==> config.mk <==
export PLATFORM = sky130hd
export DESIGN_NAME = mem_access_ctrl
export DESIGN_NICKNAME = d
export VERILOG_FILES = /design/src/rtl/mem_stage_pkg.sv /design/src/rtl/mem_timeout_ctr.sv /design/src/rtl/mem_access_ctrl.sv
export SDC_FILE = /design/constraint.sdc
export NUM_CORES = 1
export LEC_CHECK = 0
export CAP_MARGIN = 20
export CORE_MARGIN = 4
export CORE_UTILIZATION = 45
export DETAILED_ROUTE_END_ITERATION = 10
export PLACE_DENSITY = 0.8
export SLEW_MARGIN = 20
export SYNTH_ARGS = -nofsm -noshare
export SYNTH_HDL_FRONTEND = slang
export SYNTH_SLANG_ARGS = --single-unit
==> constraint.sdc <==
create_clock -name clk -period 2.1 [get_ports clk]
set_input_delay 0.21 -clock clk [delete_from_list [all_inputs] [get_ports clk]]
set_output_delay 0.21 -clock clk [all_outputs]
set_load 0.05 [all_outputs]
==> src/rtl/mem_stage_pkg.sv <==
// Shared types and widths for the memory stage of the 16-bit core.
// Holds the MEM FSM state encoding, data/address widths and timeout counter width.
package mem_stage_pkg;

   localparam int DATA_W = 16;
   localparam int ADDR_W = 16;
   localparam int TMO_W  = 8;

   typedef enum logic [1:0] {
      ST_IDLE = 2'd0,
      ST_WAIT = 2'd1,
      ST_ERR  = 2'd2
   } mem_state_t;

endpackage

==> src/rtl/mem_timeout_ctr.sv <==
// Wait-cycle counter for the memory stage; flags the last permitted WAIT cycle.
// Ports: clk, rst (sync, active-low), i_clr, i_en, o_tc (count == TIMEOUT-1).
module mem_timeout_ctr
   import mem_stage_pkg::*;
#(
   parameter int TIMEOUT = 64
) (
   input  logic clk,
   input  logic rst,
   input  logic i_clr,
   input  logic i_en,
   output logic o_tc
);

   localparam logic [TMO_W-1:0] TC_VAL = TMO_W'(TIMEOUT - 1);
   localparam logic [TMO_W-1:0] ONE    = TMO_W'(1);

   logic [TMO_W-1:0] r_count;

   always_ff @(posedge clk) begin
      if (!rst) begin
         r_count <= '0;
      end else if (i_clr) begin
         r_count <= '0;
      end else if (i_en) begin
         r_count <= r_count + ONE;
      end
   end

   assign o_tc = (r_count == TC_VAL);

endmodule

==> src/rtl/mem_access_ctrl.sv <==
// Memory-stage controller: one request per load/store, stalls until done,
// sticky error on unaligned access or timeout. Optional perf counters: MEM_ACCESS_PERF_EN.
// Ports: clk/rst, EX/MEM inputs, memory req/done handshake, MEM/WB outputs, err.
module mem_access_ctrl
   import mem_stage_pkg::*;
#(
`ifdef MEM_ACCESS_PERF_EN
   parameter int CNT_W   = 16,
`endif
   parameter int TIMEOUT = 64
) (
   input  logic              clk,
   input  logic              rst,
   input  logic              valid_in,
   input  logic              mem_read_in,
   input  logic              mem_write_in,
   input  logic              halt_in,
   input  logic              flush_in,
   input  logic [ADDR_W-1:0] addr_in,
   input  logic [DATA_W-1:0] wr_data_in,
   input  logic [DATA_W-1:0] mem_rdata,
   input  logic              mem_done,
   output logic              mem_req,
   output logic              mem_wr,
   output logic [ADDR_W-1:0] mem_addr,
   output logic [DATA_W-1:0] mem_wdata,
   output logic [DATA_W-1:0] read_data_out,
   output logic              stall_out,
   output logic              memwb_en,
   output logic              halt_out,
   output logic              err_out,
   output logic [ADDR_W-1:0] err_addr
`ifdef MEM_ACCESS_PERF_EN
   ,
   output logic [CNT_W-1:0]  ld_count,
   output logic [CNT_W-1:0]  st_count,
   output logic [CNT_W-1:0]  stall_count
`endif
);

   mem_state_t        r_state;
   logic [ADDR_W-1:0] r_addr;
   logic [DATA_W-1:0] r_wdata;
   logic              r_wr;
   logic [DATA_W-1:0] r_hold;
   logic [ADDR_W-1:0] r_err_addr;

   logic w_acc;
   logic w_in_idle;
   logic w_in_wait;
   logic w_idle;
   logic w_wait;
   logic w_err;
   logic w_done;
   logic w_tc;

   assign w_acc = valid_in & ~flush_in
                & (mem_read_in | mem_write_in);

   assign w_in_idle = (r_state == ST_IDLE);
   assign w_in_wait = (r_state == ST_WAIT);

   // Qualified by rst so every handshake output is low in a reset cycle.
   assign w_idle = rst & w_in_idle;
   assign w_wait = rst & w_in_wait;
   assign w_err  = rst & (r_state == ST_ERR);
   assign w_done = w_wait & mem_done;

   mem_timeout_ctr #(
      .TIMEOUT (TIMEOUT)
   ) u_tmo (
      .clk   (clk),
      .rst   (rst),
      .i_clr (~w_in_wait),
      .i_en  (w_in_wait & ~mem_done),
      .o_tc  (w_tc)
   );

   always_ff @(posedge clk) begin
      if (!rst) begin
         r_state    <= ST_IDLE;
         r_addr     <= '0;
         r_wdata    <= '0;
         r_wr       <= 1'b0;
         r_hold     <= '0;
         r_err_addr <= '0;
      end else begin
         unique case (r_state)
            ST_IDLE: begin
               if (w_acc) begin
                  if (addr_in[0]) begin
                     r_state    <= ST_ERR;
                     r_err_addr <= addr_in;
                  end else begin
                     r_state <= ST_WAIT;
                     r_addr  <= addr_in;
                     r_wdata <= wr_data_in;
                     // read+write together is a store
                     r_wr    <= mem_write_in;
                  end
               end
            end
            ST_WAIT: begin
               // done beats a timeout in the same cycle
               if (mem_done) begin
                  r_state <= ST_IDLE;
                  if (!r_wr) begin
                     r_hold <= mem_rdata;
                  end
               end else if (w_tc) begin
                  r_state    <= ST_ERR;
                  r_err_addr <= r_addr;
               end
            end
            ST_ERR: begin
               r_state <= ST_ERR;
            end
            default: begin
               r_state <= ST_IDLE;
            end
         endcase
      end
   end

   assign mem_req   = w_idle & w_acc & ~addr_in[0];
   assign mem_wr    = w_in_idle ? mem_write_in : r_wr;
   assign mem_addr  = w_in_idle ? addr_in : r_addr;
   assign mem_wdata = w_in_idle ? wr_data_in : r_wdata;

   assign stall_out = (w_idle & w_acc)
                    | (w_wait & ~mem_done)
                    | w_err;

   assign memwb_en  = (w_idle & ~w_acc)
                    | w_done
                    | w_err;

   assign halt_out  = (w_idle & valid_in & halt_in & ~flush_in)
                    | w_err;

   // Load data bypasses the hold register in its completion cycle.
   assign read_data_out = (w_done & ~r_wr) ? mem_rdata : r_hold;

   assign err_out  = (r_state == ST_ERR);
   assign err_addr = r_err_addr;

`ifdef MEM_ACCESS_PERF_EN
   localparam logic [CNT_W-1:0] CNT_MAX = {CNT_W{1'b1}};
   localparam logic [CNT_W-1:0] CNT_ONE = CNT_W'(1);

   logic [CNT_W-1:0] r_ld_cnt;
   logic [CNT_W-1:0] r_st_cnt;
   logic [CNT_W-1:0] r_stall_cnt;

   always_ff @(posedge clk) begin
      if (!rst) begin
         r_ld_cnt    <= '0;
         r_st_cnt    <= '0;
         r_stall_cnt <= '0;
      end else if (w_in_wait) begin
         if (mem_done) begin
            if (r_wr) begin
               if (r_st_cnt != CNT_MAX) begin
                  r_st_cnt <= r_st_cnt + CNT_ONE;
               end
            end else begin
               if (r_ld_cnt != CNT_MAX) begin
                  r_ld_cnt <= r_ld_cnt + CNT_ONE;
               end
            end
         end else if (r_stall_cnt != CNT_MAX) begin
            r_stall_cnt <= r_stall_cnt + CNT_ONE;
         end
      end
   end

   assign ld_count    = r_ld_cnt;
   assign st_count    = r_st_cnt;
   assign stall_count = r_stall_cnt;
`endif

endmodule
==> impl_metrics.ini, run 1 <==
[grt]
grt_pass1_vias = 3271
grt_max_degree = 33
grt-ovfl-total = 0
antenna_found_initial = 0
grt_pass1_wl_um = 16700
grt_usage_pct = 21.4

[final_layout]
final_area_um2 = 5530
final_util_pct = 71.2
layout-drive-gt1-share_pct = 34.3
num_antenna_cells = 0
nets = 571
regArea_um2 = 1490
fillers = 576
area_delta_synth_final_pct = 52.6
finalNonFillerCells = 621
multi_input_area_um2 = 2060

[run_status]
violations = negative setup slack
status = finished, violations left

[synthesis]
yosys-top-cells-count = dfxtp_1 (74), nand2_1 (67), mux2_2 (48)
ys_seq_area_share_pct = 40.9
synth_area_leader_cell = dfxtp_1
synth.area.top_cells = dfxtp_1 (41%), mux2_2 (15%), nand2_1 (6.9%)
synth_edf_count = 0
yosysWarningCount = 0
synth_top_area_share_pct = 40.9
syn_nets = 433
synth.distinct_cells = 41
syn_area_um2 = 3620
synth-seq-cells = 74
yosysMostFrequentCell = dfxtp_1
async_flop_share_pct = 0
yosys_most_used_dff = dfxtp_1
syn_inst = 376
syn_area_per_cell_um2 = 9.63

[cts]
numClockSinks = 74
cts_buffer_depth = 2
clock_latency_ps = 340
cts.htree.levels = 3
cts_buffers = 9
cts_root_buf = clkbuf_8
cts_tree = built
clk_pin_slew_ps = 80
postCtsHoldBufs = 0

[floorplanning]
start_util_pct = 46.6
die_w_um = 97.7
rows = 32
core_um2 = 7770
boundaryPins = 126
dieArea_um2 = 9550
die_h_um = 97.7

[sta]
layout_setup_ws_ps = -30.4
finClkSkew_ps = 12.7
finalSetupViolations = 16
hold_viol_final = 0
drv_slew = 0
rsz0062_at_grt = true
period_needed_ps = 2130
fin_crit_sh_pct = 101
fmax_mhz = 469
tightest_slew_ps = 716
slew_headroom_pct = 52.3
hold_ws_ps = 440

[setup_path]
r2r_slack_ps = 240
rr_endpoint = err_addr[5]
cp_max_fo = 8
r2r_start = r_state[1]
worstSetupEndpointType = output port
r2r_cells = 7
critPathKind = flip-flop to output port
required_ps = 1890
cp_data_arrival_time_ps = 1920
crit_path_start_kind = flip-flop

[route]
route.vias.total = 3327
viasPerCell = 5.36
wl_per_cell_um = 16.7
drc = 0
firstDrtPassIters = 4
ant_nets = 0
drtIter0Drc = 160
routed_wl_um = 10400

[placed_design]
placed_cell_area_um2 = 4990
dp_hpwl_um = 7010
port_buffers = 125
dp.cells = 594
gp_congestion = 0.841

[pwr]
peakVddDrop_mv = 0.421
combPwrFrac_pct = 26.9
pwr-share-clk_pct = 31.2
leakage_nw = 2.19
seq_power_share_pct = 42.0
intPower_mw = 2.39
netSwitchingFraction_pct = 32.0
power_density_nw_per_um2 = 635
power_mw = 3.51
switchingPower_mw = 1.12

[hold_path]
hold_class = input port to flip-flop
min_to = r_wdata[1]
hp-start = wr_data_in[1]
whs_path_depth = 3

[run]
cap_violations = 0
## registers in the layout, indices dropped and copies added, names as in the netlist
name,count
u_tmo.r_count,8
r_wdata,16
r_state,2
r_addr,15
r_wr,1
err_addr,16
r_hold,16
## layout make-up
class / instances / area share (%)
Inverter: 5 / 0.340
Multi-Input combinational cell: 267 / 37.2
Sequential cell: 74 / 26.9
Clock inverter: 6 / 1.22
Clock buffer: 10 / 2.31
Tap cell: 102 / 2.31
Timing Repair Buffer: 157 / 29.7
## per-stage QoR
step	worst slack (ps)	setup TNS, ps
2_1_floorplan	69.0	0
3_3_place_gp	93.5	0
3_5_place_dp	10.3	0
4_1_cts	-72.0	-1030
5_1_grt	-98.0	-1430
6_report	-30.4	-321
## layer usage
layer / GRT usage [%] / up-vias / share of wire, %
li1: - / 1617 / -
met1: 26.1 / 1601 / 41
met2: 36.8 / 91 / 51
met3: 4.95 / 18 / 5.4
met4: 7.88 / 0 / 2.3
met5: 0 / - / 0
## placed cells by master (no fill, tap or decap), types with 2 or more instances in the layout
cell,n
clkinvlp_4,2
nor2b_1,3
clkbuf_8,9
a22o_1,16
clkinv_4,2
nor3_1,5
clkdlybuf4s50_1,72
and3_1,2
buf_4,57
a21oi_1,46
buf_8,16
buf_12,9
nand2b_1,2
a311oi_1,2
xnor2_1,5
dfxtp_4,2
dfxtp_1,72
mux2i_1,16
nand3_1,3
o21ai_0,2
nor2_1,12
mux2_4,16
inv_1,4
o41ai_4,2
a311oi_2,13
nand2_1,67
a21oi_2,5
mux2_2,32
## power by group through the flow
stage	sequential, mW	combinational (mW)	clock, mW
3_3_place_gp	1.50	0.898	0
2_1_floorplan	1.56	0.502	0
4_1_cts	1.47	0.936	1.11
3_5_place_dp	1.51	0.908	0
5_1_grt	1.48	0.986	1.17
6_report	1.47	0.942	1.09
## worst max-delay path by stage
stage               startpoint                to  slack (ps)
finish              r_state[1]  read_data_out[0]         -30
global placement      flush_in       err_addr[9]          90
CTS                 r_state[1]  read_data_out[0]         -70
floorplan           r_state[1]           mem_req          70
global route        r_state[1]  read_data_out[0]        -100
detailed placement    flush_in       err_addr[5]          10
## kinds of logic after synthesis
logic type	Yosys count	share of synthesized area (%)
buffers and inverters	35	4.66
and+or+nand+nor	105	13.2
DFF	74	40.9
adders and majority gates	1	0.345
muxes	64	19.3
xor gates and xnor gates	6	1.45
AOI/OAI and AO/OA	91	20.1
## critical path: stages, from the launching register on
cell and delay, ps:
dfxtp_4 360, and2b_1 230, nand2_2 80, nor3_4 150
buf_12 140, buf_12 130, mux2_4 320, buf_8 150
## repair_timing
| item | CTS | global route |
|---|---|---|
| setup buffers | 6 | 3 |
| gates resized for setup | 52 | 3 |
| setup endpoints to repair | 22 | 40 |
| gates cloned | 2 | 0 |
| pin swaps | 1 | 2 |
Power figures use the tool's default switching activity.
==> run 2: changes to the inputs <==
--- a/config.mk
+++ b/config.mk
@@ -10,7 +10,6 @@
 export CORE_UTILIZATION = 45
 export DETAILED_ROUTE_END_ITERATION = 10
 export PLACE_DENSITY = 0.8
-export SLEW_MARGIN = 20
 export SYNTH_ARGS = -nofsm -noshare
 export SYNTH_HDL_FRONTEND = slang
 export SYNTH_SLANG_ARGS = --single-unit
==> results of run 2 <==
No change in the layout: final DEF, timing and power equal those of run 1.
==> run 3: changes to the inputs <==
--- a/config.mk
+++ b/config.mk
@@ -9,7 +9,7 @@
 export CORE_MARGIN = 4
 export CORE_UTILIZATION = 45
 export DETAILED_ROUTE_END_ITERATION = 10
-export PLACE_DENSITY = 0.8
+export PLACE_DENSITY = 0.77
 export SYNTH_ARGS = -nofsm -noshare
 export SYNTH_HDL_FRONTEND = slang
 export SYNTH_SLANG_ARGS = --single-unit
==> impl_metrics.ini, run 3 (synthesis gave the netlist of run 1 again) <==
[hold_path]
hold_class = input port to flip-flop
hp-start = wr_data_in[10]
whs_path_depth = 3

[cts]
cts.htree.levels = 3
numClockSinks = 74
cts_root_buf = clkbuf_8
cts_tree = built
clk_pin_slew_ps = 80
postCtsHoldBufs = 0
cts_buffer_depth = 2
cts_buffers = 9
clock_latency_ps = 340

[setup_path]
cp.depth = 6
crit_path_start_kind = flip-flop
worstSetupEndpointType = output port
cp_data_arrival_time_ps = 1870
required_ps = 1890
endpoint = read_data_out[5]
path_buf_inv = 2
rr_endpoint = err_addr[7]
slowest_delay_ps = 360
r2r_slack_ps = 280
critical-path-top-delay-family = simple AND/OR/NAND/NOR gates
crit_chain = and2b_1 -> nand2_2 -> nor3_4 -> buf_6 -> mux2_4 -> buf_8
cpMaxStageDelayCell = dfxtp_4
critPathKind = flip-flop to output port
r2r_start = r_state[1]
startpoint = r_state[1]
r2r_cells = 6
cp_max_fo = 9

[floorplanning]
boundaryPins = 126
rows = 32
die_h_um = 97.7
die_w_um = 97.7
core_um2 = 7770
dieArea_um2 = 9550
start_util_pct = 46.6

[final_layout]
layout-drive-gt1-share_pct = 33.7
multi_input_area_um2 = 2060
mostFrequentLayoutCells = dfxtp_1 (72), clkdlybuf4s50_1 (72), nand2_1 (67), buf_4 (53), a21oi_1 (46)
fillers = 558
num_antenna_cells = 0
nets = 566
area_delta_synth_final_pct = 52.4
finalNonFillerCells = 616
final_area_um2 = 5520
final_util_pct = 71.1
regArea_um2 = 1490

[sta]
hold_ws_ps = 442
drv_slew = 0
fin_crit_sh_pct = 98.9
tns_ps = 0
period_needed_ps = 2080
hold_viol_final = 0
fmax_mhz = 481
finClkSkew_ps = 6.57
slew_headroom_pct = 60.9
tightest_slew_ps = 586
layout_setup_ws_ps = 23.0
finalSetupViolations = 0
rsz0062_at_grt = true

[route]
route.vias.total = 3286
firstDrtPassIters = 4
drc = 0
routed_wl_um = 10100
ant_nets = 0
drtIter0Drc = 76
wl_per_cell_um = 16.4
viasPerCell = 5.33

[pwr]
power_density_nw_per_um2 = 700
power_mw = 3.87
leakage_nw = 2.19
peakVddDrop_mv = 0.565

[run_status]
status = complete, no violations

[grt]
antenna_found_initial = 0
grt_pass1_vias = 3426
grt_usage_pct = 21.4
grt_max_degree = 31
grt_pass1_wl_um = 16900
grt-ovfl-total = 0

[placed_design]
placed_cell_area_um2 = 4990
port_buffers = 125
gp_congestion = 0.791
dp.cells = 594
pre_cts_ws_ps = 93.8
dp_hpwl_um = 7120

[run]
cap_violations = 0
## run 3: worst reg2reg max path: stages, from the launching register on
cell      delay [ps]
dfxtp_4          360
buf_4            150
or2_4            260
o41ai_4          380
buf_12           230
a21oi_1          110
a311oi_2         240
## run 3: area by class of cell
| type | count | share of cell area, % |
|---|---|---|
| Multi-Input combinational cell | 267 | 37.2 |
| Timing Repair Buffer | 152 | 28.4 |
| Sequential cell | 74 | 26.9 |
| Clock inverter | 6 | 2.49 |
| Clock buffer | 10 | 2.31 |
| Tap cell | 102 | 2.31 |
| Inverter | 5 | 0.340 |
## run 3: repair_timing
item | in CTS | in global routing
resized for setup | 54 | 2
endpoints found under the setup margin | 27 | 41
pin swaps | 1 | 1
cloned | 2 | 0
buffers inserted | 5 | 1
## run 3: worst min-delay path by stage
stage          slack (ps)     endpoint
3_3_place_gp          440  r_wdata[13]
6_report              440  r_wdata[10]
5_1_grt               440  r_wdata[11]
4_1_cts               430  r_wdata[10]
2_1_floorplan         330   r_state[0]
3_5_place_dp          450   r_wdata[3]
## run 3: power by group
part	internal, mW	total, mW	switching, mW	leakage, nW
clock	0.917	1.46	0.547	0.131
combinational	0.385	0.929	0.544	1.46
sequential	1.44	1.47	0.0290	0.601
## run 3: per-layer routing
layer | global-route usage [%] | up-vias | share of wire [%]
li1 | - | 1604 | -
met1 | 25.7 | 1566 | 41
met2 | 36.6 | 95 | 52
met3 | 4.81 | 21 | 4.6
met4 | 9.27 | 0 | 3.1
met5 | 0 | - | 0
